$ cat src/rtl/vga_timing_pkg.sv
// Shared types, default 640x480@60 timing and phase helpers for the VGA raster generator.
package vga_timing_pkg;

  localparam int COORD_W   = 11;
  localparam int MAX_TOTAL = 2048;

  localparam int DEF_H_ACTIVE = 640;
  localparam int DEF_H_FP     = 16;
  localparam int DEF_H_SYNC   = 96;
  localparam int DEF_H_BP     = 48;
  localparam int DEF_V_ACTIVE = 480;
  localparam int DEF_V_FP     = 10;
  localparam int DEF_V_SYNC   = 2;
  localparam int DEF_V_BP     = 33;
  localparam int DEF_CLK_DIV  = 4;

  typedef logic [COORD_W-1:0] vga_coord_t;

  typedef enum logic [1:0] {
    ACTIVE = 2'd0,
    FRONT  = 2'd1,
    SYNC   = 2'd2,
    BACK   = 2'd3
  } vga_phase_t;

  function automatic int calc_total(input int active, input int fp, input int sync, input int bp);
    return active + fp + sync + bp;
  endfunction

  function automatic vga_phase_t phase_of(input vga_coord_t c, input int active,
                                          input int sync_start, input int back_start);
    int ci;
    ci = int'(c);
    if (ci < active)
      return ACTIVE;
    else if (ci < sync_start)
      return FRONT;
    else if (ci < back_start)
      return SYNC;
    return BACK;
  endfunction

  // Re-decode only at the boundary closing the current phase or on wrap, so zero-width
  // segments fall straight through to the following phase.
  function automatic vga_phase_t phase_step(input vga_phase_t cur, input vga_coord_t nxt,
                                            input int active, input int sync_start,
                                            input int back_start);
    int   ni;
    logic at_end;
    ni = int'(nxt);
    case (cur)
      ACTIVE:  at_end = (ni == active);
      FRONT:   at_end = (ni == sync_start);
      SYNC:    at_end = (ni == back_start);
      default: at_end = 1'b0;
    endcase
    if (at_end || ni == 0)
      return phase_of(nxt, active, sync_start, back_start);
    return cur;
  endfunction

endpackage

$ cat src/rtl/vga_timing_gen_if.sv
// Pixel-coordinate bus: the raster source drives it, pixel generators and the sync mux consume it.
interface vga_timing_gen_if;
  import vga_timing_pkg::*;

  logic       pix_tick;
  vga_coord_t h_count;
  vga_coord_t v_count;
  logic       hsync;
  logic       vsync;
  logic       video_on;
  logic       line_start;
  logic       frame_start;
  logic [7:0] frame_count;

  modport master (
    output pix_tick, h_count, v_count, hsync, vsync, video_on,
           line_start, frame_start, frame_count
  );

  modport slave (
    input pix_tick, h_count, v_count, hsync, vsync, video_on,
          line_start, frame_start, frame_count
  );

endinterface

$ cat src/rtl/pix_tick_gen.sv
// Pixel-rate divider: counts 0..CLK_DIV-1 and strobes advance on the last count.
module pix_tick_gen #(
  parameter int CLK_DIV = 4
) (
  input  logic clk,
  input  logic reset,
  output logic advance
);

  localparam int DIV_W = (CLK_DIV > 1) ? $clog2(CLK_DIV) : 1;
  localparam logic [DIV_W-1:0] DIV_LAST = DIV_W'(CLK_DIV - 1);

  logic [DIV_W-1:0] div_q;

  always_ff @(posedge clk) begin
    if (reset)
      div_q <= '0;
    else if (div_q == DIV_LAST)
      div_q <= '0;
    else
      div_q <= div_q + 1'b1;
  end

  assign advance = (div_q == DIV_LAST);

endmodule

$ cat src/rtl/vga_timing_gen.sv
// VGA raster generator: counters, H/V phase FSMs and registered sync/video/marker outputs.
// Build option VGA_TIMING_SYNC_ALIGN_EN delays hsync/vsync/video_on by one pixel.
//   state  | meaning
//   ACTIVE | visible pixels / lines
//   FRONT  | front porch
//   SYNC   | sync pulse
//   BACK   | back porch (reset parks here)
module vga_timing_gen
  import vga_timing_pkg::*;
#(
  parameter int H_ACTIVE = DEF_H_ACTIVE,
  parameter int H_FP     = DEF_H_FP,
  parameter int H_SYNC   = DEF_H_SYNC,
  parameter int H_BP     = DEF_H_BP,
  parameter int V_ACTIVE = DEF_V_ACTIVE,
  parameter int V_FP     = DEF_V_FP,
  parameter int V_SYNC   = DEF_V_SYNC,
  parameter int V_BP     = DEF_V_BP,
  parameter int H_POL    = 0,
  parameter int V_POL    = 0,
  parameter int CLK_DIV  = DEF_CLK_DIV
) (
  input  logic             clk,
  input  logic             reset,
  vga_timing_gen_if.master vif
);

  localparam int H_TOTAL      = calc_total(H_ACTIVE, H_FP, H_SYNC, H_BP);
  localparam int V_TOTAL      = calc_total(V_ACTIVE, V_FP, V_SYNC, V_BP);
  localparam int H_SYNC_START = H_ACTIVE + H_FP;
  localparam int H_BACK_START = H_SYNC_START + H_SYNC;
  localparam int V_SYNC_START = V_ACTIVE + V_FP;
  localparam int V_BACK_START = V_SYNC_START + V_SYNC;

  localparam vga_coord_t H_LAST = vga_coord_t'(H_TOTAL - 1);
  localparam vga_coord_t V_LAST = vga_coord_t'(V_TOTAL - 1);
  localparam vga_phase_t H_PARK = phase_of(H_LAST, H_ACTIVE, H_SYNC_START, H_BACK_START);
  localparam vga_phase_t V_PARK = phase_of(V_LAST, V_ACTIVE, V_SYNC_START, V_BACK_START);
  localparam logic       H_ON   = (H_POL != 0);
  localparam logic       V_ON   = (V_POL != 0);

  if (H_TOTAL > MAX_TOTAL || V_TOTAL > MAX_TOTAL || CLK_DIV < 1) begin : g_cfg_err
    $error("vga_timing_gen: H_TOTAL/V_TOTAL above 2048 or CLK_DIV below 1");
  end

  logic       advance;
  vga_coord_t h_q, v_q, h_nxt, v_nxt;
  vga_phase_t h_state, v_state, h_ph_nxt, v_ph_nxt;
  logic       hsync_nxt, vsync_nxt, video_nxt, frame_wrap;
  logic       pix_tick_q, line_start_q, frame_start_q;
  logic       hsync_q, vsync_q, video_on_q;
  logic [7:0] frame_count_q;
`ifdef VGA_TIMING_SYNC_ALIGN_EN
  logic       hsync_d, vsync_d, video_d;
`endif

  pix_tick_gen #(.CLK_DIV(CLK_DIV)) u_pix_tick_gen (
    .clk     (clk),
    .reset   (reset),
    .advance (advance)
  );

  always_comb begin
    h_nxt = h_q + 1'b1;
    v_nxt = v_q;
    if (h_q == H_LAST) begin
      h_nxt = '0;
      v_nxt = (v_q == V_LAST) ? '0 : v_q + 1'b1;
    end
    h_ph_nxt   = phase_step(h_state, h_nxt, H_ACTIVE, H_SYNC_START, H_BACK_START);
    v_ph_nxt   = phase_step(v_state, v_nxt, V_ACTIVE, V_SYNC_START, V_BACK_START);
    hsync_nxt  = (h_ph_nxt == SYNC) ? H_ON : !H_ON;
    vsync_nxt  = (v_ph_nxt == SYNC) ? V_ON : !V_ON;
    video_nxt  = (h_ph_nxt == ACTIVE) && (v_ph_nxt == ACTIVE);
    frame_wrap = (h_nxt == '0) && (v_nxt == '0);
  end

  // Every output is decoded from the next counter values so it moves on the same edge as the counters.
  always_ff @(posedge clk) begin
    if (reset) begin
      h_q           <= H_LAST;
      v_q           <= V_LAST;
      h_state       <= H_PARK;
      v_state       <= V_PARK;
      pix_tick_q    <= 1'b0;
      line_start_q  <= 1'b0;
      frame_start_q <= 1'b0;
      frame_count_q <= '0;
      hsync_q       <= !H_ON;
      vsync_q       <= !V_ON;
      video_on_q    <= 1'b0;
`ifdef VGA_TIMING_SYNC_ALIGN_EN
      hsync_d       <= !H_ON;
      vsync_d       <= !V_ON;
      video_d       <= 1'b0;
`endif
    end else begin
      pix_tick_q    <= advance;
      line_start_q  <= 1'b0;
      frame_start_q <= 1'b0;
      if (advance) begin
        h_q           <= h_nxt;
        v_q           <= v_nxt;
        h_state       <= h_ph_nxt;
        v_state       <= v_ph_nxt;
        line_start_q  <= (h_nxt == '0);
        frame_start_q <= frame_wrap;
        if (frame_wrap)
          frame_count_q <= frame_count_q + 8'd1;
`ifdef VGA_TIMING_SYNC_ALIGN_EN
        hsync_d    <= hsync_nxt;
        vsync_d    <= vsync_nxt;
        video_d    <= video_nxt;
        hsync_q    <= hsync_d;
        vsync_q    <= vsync_d;
        video_on_q <= video_d;
`else
        hsync_q    <= hsync_nxt;
        vsync_q    <= vsync_nxt;
        video_on_q <= video_nxt;
`endif
      end
    end
  end

  assign vif.pix_tick    = pix_tick_q;
  assign vif.h_count     = h_q;
  assign vif.v_count     = v_q;
  assign vif.hsync       = hsync_q;
  assign vif.vsync       = vsync_q;
  assign vif.video_on    = video_on_q;
  assign vif.line_start  = line_start_q;
  assign vif.frame_start = frame_start_q;
  assign vif.frame_count = frame_count_q;

endmodule

$ cat src/flat_wrapper.sv
// flat-port wrapper written by rule: the top's interface ports become plain ports
module vga_timing_gen_flat import vga_timing_pkg::*;
#(
  parameter int H_ACTIVE = DEF_H_ACTIVE,
  parameter int H_FP     = DEF_H_FP,
  parameter int H_SYNC   = DEF_H_SYNC,
  parameter int H_BP     = DEF_H_BP,
  parameter int V_ACTIVE = DEF_V_ACTIVE,
  parameter int V_FP     = DEF_V_FP,
  parameter int V_SYNC   = DEF_V_SYNC,
  parameter int V_BP     = DEF_V_BP,
  parameter int H_POL    = 0,
  parameter int V_POL    = 0,
  parameter int CLK_DIV  = DEF_CLK_DIV
)
  (clk, reset, vif_pix_tick, vif_h_count, vif_v_count, vif_hsync, vif_vsync, vif_video_on, vif_line_start, vif_frame_start, vif_frame_count);
  vga_timing_gen_if vif_i ();
  input  logic clk;
  input  logic reset;
  output wire logic [$bits(vif_i.pix_tick)-1:0] vif_pix_tick;
  output wire logic [$bits(vif_i.h_count)-1:0] vif_h_count;
  output wire logic [$bits(vif_i.v_count)-1:0] vif_v_count;
  output wire logic [$bits(vif_i.hsync)-1:0] vif_hsync;
  output wire logic [$bits(vif_i.vsync)-1:0] vif_vsync;
  output wire logic [$bits(vif_i.video_on)-1:0] vif_video_on;
  output wire logic [$bits(vif_i.line_start)-1:0] vif_line_start;
  output wire logic [$bits(vif_i.frame_start)-1:0] vif_frame_start;
  output wire logic [$bits(vif_i.frame_count)-1:0] vif_frame_count;
  assign vif_pix_tick = vif_i.pix_tick;
  assign vif_h_count = vif_i.h_count;
  assign vif_v_count = vif_i.v_count;
  assign vif_hsync = vif_i.hsync;
  assign vif_vsync = vif_i.vsync;
  assign vif_video_on = vif_i.video_on;
  assign vif_line_start = vif_i.line_start;
  assign vif_frame_start = vif_i.frame_start;
  assign vif_frame_count = vif_i.frame_count;
  vga_timing_gen #(.H_ACTIVE(H_ACTIVE), .H_FP(H_FP), .H_SYNC(H_SYNC), .H_BP(H_BP), .V_ACTIVE(V_ACTIVE), .V_FP(V_FP), .V_SYNC(V_SYNC), .V_BP(V_BP), .H_POL(H_POL), .V_POL(V_POL), .CLK_DIV(CLK_DIV)) u_core (.clk(clk), .reset(reset), .vif(vif_i));
endmodule
$ cat config.mk
export PLATFORM = sky130hd
export DESIGN_NAME = vga_timing_gen_flat
export DESIGN_NICKNAME = d
export VERILOG_FILES = /design/src/rtl/vga_timing_pkg.sv /design/src/rtl/vga_timing_gen_if.sv /design/src/rtl/pix_tick_gen.sv /design/src/rtl/vga_timing_gen.sv /design/src/flat_wrapper.sv
export SDC_FILE = /design/constraint.sdc
export NUM_CORES = 1
export LEC_CHECK = 0
export CORE_MARGIN = 2
export CORE_UTILIZATION = 25
export DETAILED_ROUTE_END_ITERATION = 8
export SLEW_MARGIN = 20
export SYNTH_ARGS = -nofsm -noshare
export SYNTH_HDL_FRONTEND = slang
export SYNTH_SLANG_ARGS = --single-unit
$ cat constraint.sdc
create_clock -name clk -period 5.07 [get_ports clk]
set_input_delay 0.507 -clock clk [delete_from_list [all_inputs] [get_ports clk]]
set_output_delay 0.507 -clock clk [all_outputs]
set_load 0.01 [all_outputs]
* Word level (Yosys, flattened, before mapping)
Cells that the tools add are included.
** Cells by class
- Add/subtract/negate cells :: 4
- Reductions and logical operators :: 15
- Mux-type cells :: 29
- Magnitude comparators :: 6
- Bitwise operators :: 1
- Equal/unequal tests :: 15
** Operator list (count)
- equality test 11 x 10 -> 1 bit, second input constant :: 5
- zero test 11 bit :: 4
- equality test 11 bit, second input constant :: 3
- < comparator 11 x 10 -> 1 bit, second input constant :: 3
- < comparator 11 x 9 -> 1 bit, second input constant :: 3
- two-way mux 11 bit :: 3
- two-way mux 2 bit :: 12
- adder 11 x 1 -> 11 bit, second input constant :: 2
- two-way mux 1 bit :: 12
- equality test 2 bit, second input constant :: 5
- adder 8 x 1 -> 8 bit, second input constant :: 1
- zero test 2 bit :: 4
- one-hot mux 1 bit (3 select lines) :: 2
- equality test 2 x 1 -> 1 bit, second input constant :: 2
- OR reduction 2 bit :: 2
- adder 2 x 1 -> 2 bit, second input constant :: 1
- logical AND 1 bit :: 2
- logical OR 1 bit :: 2
- AND reduction 2 bit :: 1
- inverter 1 bit :: 1
** Word-level totals
- Bits of input ports :: 2
- Register bits after elaboration :: 42
- Logic and storage cells :: 82
- Output and inout bits :: 36

* Depth between registers and ports, before layout
- Word-level depth :: 13
- Mapped depth :: 12
- Gate-level depth less buffers :: 10

* Hierarchy
Synthesis repeated with hierarchy kept, for this count alone.
** Second synthesis, totals
- Cell total of the unflattened synthesis :: 374
- Area total of the unflattened synthesis :: 2940.3 µm²
** Modules (own cells, without submodules)
- vga_timing_gen :: area each 2865.2 µm², sequential area each 800.8 µm², cells each 369, instances 1
- pix_tick_gen :: area each 75.1 µm², sequential area each 40.0 µm², cells each 5, instances 1

* Worst setup path after synthesis
Ideal clock, no wire load.
- Path type :: register -> register
- From :: reg u_core.h_q[0] (netlist: u_core.vif.h_count[0])
- To :: reg u_core.vsync_q (netlist: u_core.vif.vsync)
- Setup time :: 114 ps
- Path slack :: 1964 ps
- Cell stages (with the launch flop) :: 12
- Period minus slack after synthesis :: 3106 ps
- Data arrival time :: 2992 ps
- Buffers on the path :: 2
- Required time :: 4956 ps
- Path through :: dfxtp_1 -> ha_1 -> buf_2 -> and4_1 -> buf_2 -> nand3_4 -> or4_4 -> mux2_4 -> a31oi_4 -> and3b_1 -> o31a_1 -> a21o_1
** Between the ends
- Longest elaborated chain between the ends :: 12
- Elaborated cells on any way between the ends :: 23
- Those cells by class :: 3 x order compare; 5 x eq/ne; 13 x mux; 2 x reduce/logical
** Ends and longest elaborated chain
- start: declaration :: line vga_timing_gen.sv:47 : vga_coord_t h_q, v_q, h_nxt, v_nxt;
- start signal: assignment :: line vga_timing_gen.sv:102 : h_q <= h_nxt;
- equality test 11 x 10 -> 1 bit (*) :: line vga_timing_gen.sv:66 : if (h_q == H_LAST) begin
- two-way mux 11 bit (*) :: line vga_timing_gen.sv:66
- < comparator 11 x 9 -> 1 bit :: line vga_timing_pkg.sv:38 : else if (ci < back_start)
- two-way mux 1 bit :: line vga_timing_pkg.sv:38
- two-way mux 1 bit :: line vga_timing_pkg.sv:36 : else if (ci < sync_start)
- two-way mux 1 bit :: line vga_timing_pkg.sv:34 : if (ci < active)
- two-way mux 1 bit :: line vga_timing_pkg.sv:57 : if (at_end || ni == 0)
- two-way mux 2 bit :: line vga_timing_pkg.sv:40 : return BACK;
- two-way mux 2 bit :: line vga_timing_pkg.sv:57
- two-way mux 2 bit (*) :: line vga_timing_pkg.sv:59 : return cur;
- equality test 2 bit (*) :: line vga_timing_gen.sv:73 : vsync_nxt = (v_ph_nxt == SYNC) ? V_ON : !V_ON;
- two-way mux 1 bit (*) :: line vga_timing_gen.sv:73
- end signal: assignment :: line vga_timing_gen.sv:90 : vsync_q <= !V_ON;
- end signal: assignment :: line vga_timing_gen.sv:119 : vsync_q <= vsync_nxt;
- end: declaration :: line vga_timing_gen.sv:51 : logic hsync_q, vsync_q, video_on_q;
Every way passes the cells marked *; elsewhere a longest branch is shown, timed or not. The select of a mux whose other input is x is not followed.
A chain may end at the register's enable or synchronous reset.

* Final worst setup path
- From :: reg u_core.h_q[0] (netlist: u_core.vif.h_count[0])
- To :: reg u_core.frame_count_q[4] (netlist: u_core.vif.frame_count[4])
** Between the ends
- Longest elaborated chain between the ends :: 5
- Elaborated cells on any way between the ends :: 8
- Those cells by class :: 1 x add/sub; 1 x eq/ne; 2 x mux; 4 x reduce/logical
** Ends and longest elaborated chain
- adder 11 x 1 -> 11 bit / equality test 11 x 10 -> 1 bit (equally long branches) :: line vga_timing_gen.sv:64, vga_timing_gen.sv:66
- two-way mux 11 bit :: line vga_timing_gen.sv:66
- zero test 11 bit :: line vga_timing_gen.sv:75 : frame_wrap = (h_nxt == '0) && (v_nxt == '0);
- logical AND 1 bit (*) :: line vga_timing_gen.sv:75
- AND reduction 2 bit (no source line) (*)
- end signal: assignment :: line vga_timing_gen.sv:109 : frame_count_q <= frame_count_q + 8'd1;
- end: declaration :: line vga_timing_gen.sv:52 : logic [7:0] frame_count_q;
Every way passes the cells marked *; elsewhere a longest branch is shown, timed or not.

==> impl_metrics.env <==
export IMPL_synthTopCellsByArea="dfxtp_1, ha_1, nand2_1"
export IMPL_r2r_cells=9
export IMPL_slew_headroom=0.529
export IMPL_synth_enable_flop_cells=0
export IMPL_diodes=0
export IMPL_clk_pin_slew_ns=0.09
export IMPL_clk_path_buf_depth=2
export IMPL_yosysMostFrequentCell="dfxtp_1"
export IMPL_cpPeakStageDelay_ns=0.67
export IMPL_rsz0062_at_grt="false"
export IMPL_initial_core_util=0.256
export IMPL_route_detailed_drc=0
export IMPL_cp_end_kind="flip-flop"
export IMPL_dieHeight_microns=109
export IMPL_antenna_found_initial=0
export IMPL_row_count=38
export IMPL_leakage_nw=1.19
export IMPL_fin_crit_sh=0.730
export IMPL_avgSynthCellArea_sq_um=8.10
export IMPL_skew_ns=0.00370
export IMPL_cp_depth=9
export IMPL_synthArstFlopShare=0
export IMPL_p_clk_frac=0.287
export IMPL_grt_pass1_wl_microns=11900
export IMPL_grt_pass1_vias=2448
export IMPL_wire_per_inst_microns=14.0
export IMPL_fin_area_sq_mm=0.00334
export IMPL_via_count=2657
export IMPL_core_area_sq_mm=0.0108
export IMPL_fp_dieW_microns=109
export IMPL_cts_htree_levels=2
export IMPL_synthesis_area_sq_mm=0.00277
export IMPL_drive_gt1_frac=0.0681
export IMPL_dr_pass1_iters=4
export IMPL_cts_made_buffers=5
export IMPL_routabilityCongestion=0.874
export IMPL_ctsResizeCount=0
export IMPL_rr_startpoint="u_core.vif.h_count[0]$_SDFFE_PP1P_"
export IMPL_holdPathStages=1
export IMPL_ys_ff_latch=42
export IMPL_ys_types=65
export IMPL_finalCriticalPeriod_ns=3.70
export IMPL_min_from="u_core.u_pix_tick_gen.div_q[0]$_SDFF_PP0_"
export IMPL_io_buffers=37
export IMPL_path_cells="ha_1 -> and4_1 -> nand3_4 -> or4_4 -> mux2_4 -> a31oi_4 -> nor4_4 -> nand4_1 -> mux2_1"
export IMPL_fin_tns_setup_ns=0
export IMPL_grt_use_total=0.124
export IMPL_finalHoldViolations=0
export IMPL_hold_buffers=0
export IMPL_num_io_pins=38
export IMPL_antenna_left=0
export IMPL_crit_arrival_ns=3.90
export IMPL_min_to="u_core.u_pix_tick_gen.div_q[0]$_SDFF_PP0_"
export IMPL_cp_start_kind="flip-flop"
export IMPL_netlist_instances=342
export IMPL_grt_overflow=0
export IMPL_dpl_instance_area_sq_mm=0.00323
export IMPL_ys_seq_area_frac=0.303
export IMPL_post_cts_setup_buffers=0
export IMPL_post_dp_hpwl_microns=5050
export IMPL_outcome="completed"
export IMPL_grt_max_degree=35
export IMPL_ir_drop_mv=0.135
export IMPL_maxCapViolCount=0
export IMPL_power_internal_uw=609
export IMPL_synth_top_area_frac=0.303
export IMPL_crit_required_ns=5.26
export IMPL_path_buf_inv=0
export IMPL_worstPathMaxFanout=13
export IMPL_ys_flop_type="dfxtp_1"
export IMPL_num_nets_final=379
export IMPL_power_density_mw_per_mm2=283
export IMPL_wl_microns=7090
export IMPL_switching_share=0.356
export IMPL_max_freq_ghz=0.270
export IMPL_cts_sinks=42
export IMPL_min_path_type="reg -> reg"
export IMPL_yosysTopAreaCell="dfxtp_1"
export IMPL_insertion_delay_ns=0.30
export IMPL_syn_to_final_growth_pct=20.4
export IMPL_setup_viol=0
export IMPL_yosysWarningCount=0
export IMPL_dieArea_sq_mm=0.0119
export IMPL_p_seq_frac=0.385
export IMPL_crit_type="reg -> reg"
export IMPL_vias_per_cell=5.24
export IMPL_synth_fp_nets=355
export IMPL_crit_slowest_cell="nor4_4"
export IMPL_rr_endpoint="u_core.vif.frame_count[4]$_SDFFE_PP0P_"
export IMPL_root_buffer="clkbuf_8"
export IMPL_worst_pin_slew_ns=0.702
export IMPL_synth_common_cells="dfxtp_1, nand2_1, nor2_1, a21oi_1, o21ai_0"
export IMPL_cp_top_family="simple AND/OR/NAND/NOR gates"
export IMPL_whs_ns=0.438
export IMPL_combPwrFrac=0.328
export IMPL_tritoncts="done"
export IMPL_r2r_slack_ns=1.37
export IMPL_p_sw_uw=336
export IMPL_drtIter0Drc=153
export IMPL_maxSlewViolCount=0
-- power groups by stage --
stage                     registers [mW]  logic (mW)  clock network [mW]
after detailed placement           0.370       0.306                   0
after global placement             0.370       0.305                   0
after floorplan                    0.365       0.237                   0
after global routing               0.366       0.344               0.293
after CTS                          0.363       0.307               0.282
final                              0.363       0.310               0.272
-- how the worst max path moves through the flow --
| stage | end | slack, ns | start |
|---|---|---|---|
| 4_1_cts | u_core.vif.frame_count[4]$_SDFFE_PP0P_ | 1.39 | u_core.vif.h_count[0]$_SDFFE_PP1P_ |
| 5_1_grt | u_core.vif.frame_count[4]$_SDFFE_PP0P_ | 1.13 | u_core.vif.h_count[0]$_SDFFE_PP1P_ |
| 3_5_place_dp | u_core.vif.frame_count[3]$_SDFFE_PP0P_ | 1.38 | u_core.vif.h_count[0]$_SDFFE_PP1P_ |
| 6_report | u_core.vif.frame_count[4]$_SDFFE_PP0P_ | 1.37 | u_core.vif.h_count[0]$_SDFFE_PP1P_ |
| 2_1_floorplan | u_core.vif.vsync$_SDFFE_PP1P_ | 1.96 | u_core.vif.h_count[0]$_SDFFE_PP1P_ |
| 3_3_place_gp | u_core.vif.frame_count[4]$_SDFFE_PP0P_ | 1.49 | u_core.vif.h_count[0]$_SDFFE_PP1P_ |
-- cell type report --
cell class              instances  area, sq um
repair buffers                 40          393
well taps                     140          175
inverters                      14         52.6
multi-input cells             263         1760
flip-flops and latches         42          841
fillers                      1169         7500
clock inverters                 2         37.5
clock buffers                   6         72.6
-- metrics by stage --
step	power (mW)	setup WS [ns]	cells	util
after floorplan	0.602	1.96	342	-
after global placement	0.676	1.49	499	0.298
after detailed placement	0.677	1.38	499	0.298
after CTS	0.952	1.39	507	0.308
after global routing	1.00	1.13	507	0.308
final	0.945	1.37	507	0.308
-- routing by layer --
metal	global-route usage	wire length, microns
met1	0.178	3520
met2	0.182	2940
met3	0.0279	533
met4	0.0416	93
met5	0	0
-- registers in the layout (all words and copies together), names as in the netlist --
signal and cells:
u_core.vif.video_on 1, u_core.vif.frame_count 8, u_core.u_pix_tick_gen.div_q 2, u_core.v_state 2, u_core.vif.vsync 1, u_core.vif.pix_tick 1, u_core.h_state 2, u_core.vif.h_count 11
u_core.vif.v_count 11, u_core.vif.hsync 1, u_core.vif.line_start 1, u_core.vif.frame_start 1
-- layout by cell type, fill, tap and decap left out, types with 2 or more instances in the layout --
cell type,Yosys,layout
o2111ai_1,2,2
o311ai_0,3,3
o31ai_1,4,4
nor2b_1,2,2
a31o_2,2,2
mux2_1,2,2
clkbuf_8,0,5
xor2_1,7,7
o22ai_1,2,2
nand4_1,11,11
nand3_1,11,11
mux2i_1,5,5
nor4_4,3,3
dfxtp_1,42,42
inv_1,14,14
a311o_1,2,2
and4_1,4,4
a221o_1,2,2
clkdlybuf4s50_1,0,37
nor3_1,13,13
nor4_1,5,5
a211oi_1,4,4
a31oi_1,5,5
a21oi_1,22,22
or3_1,9,9
ha_1,11,11
or4_4,2,2
a21o_1,3,3
or2b_1,2,2
buf_4,1,3
o211ai_1,2,2
and3_1,4,4
or2_2,2,2
and2_1,2,2
nor2_1,28,28
a41oi_1,2,2
nand2_1,34,34
o21ai_0,16,16
xnor2_1,11,11
-- logic make-up after synthesis --
group                      after synthesis  synth area share
xor gates and xnor gates                18            0.0569
DFF                                     42             0.303
adders and majority gates               11            0.0497
AOI/OAI and AO/OA                       81             0.198
muxes                                    8            0.0316
and+or+nand+nor                        145             0.300
buffers and inverters                   37            0.0600
-- worst register-to-register path, stage by stage, from the launching register on --
cell and delay (ns):
dfxtp_1 0.44, ha_1 0.35, and4_1 0.49, nand3_4 0.20, or4_4 0.59, mux2_4 0.24, a31oi_4 0.11, nor4_4 0.67
nand4_1 0.18, mux2_1 0.33
Power figures use the tool's default switching activity.
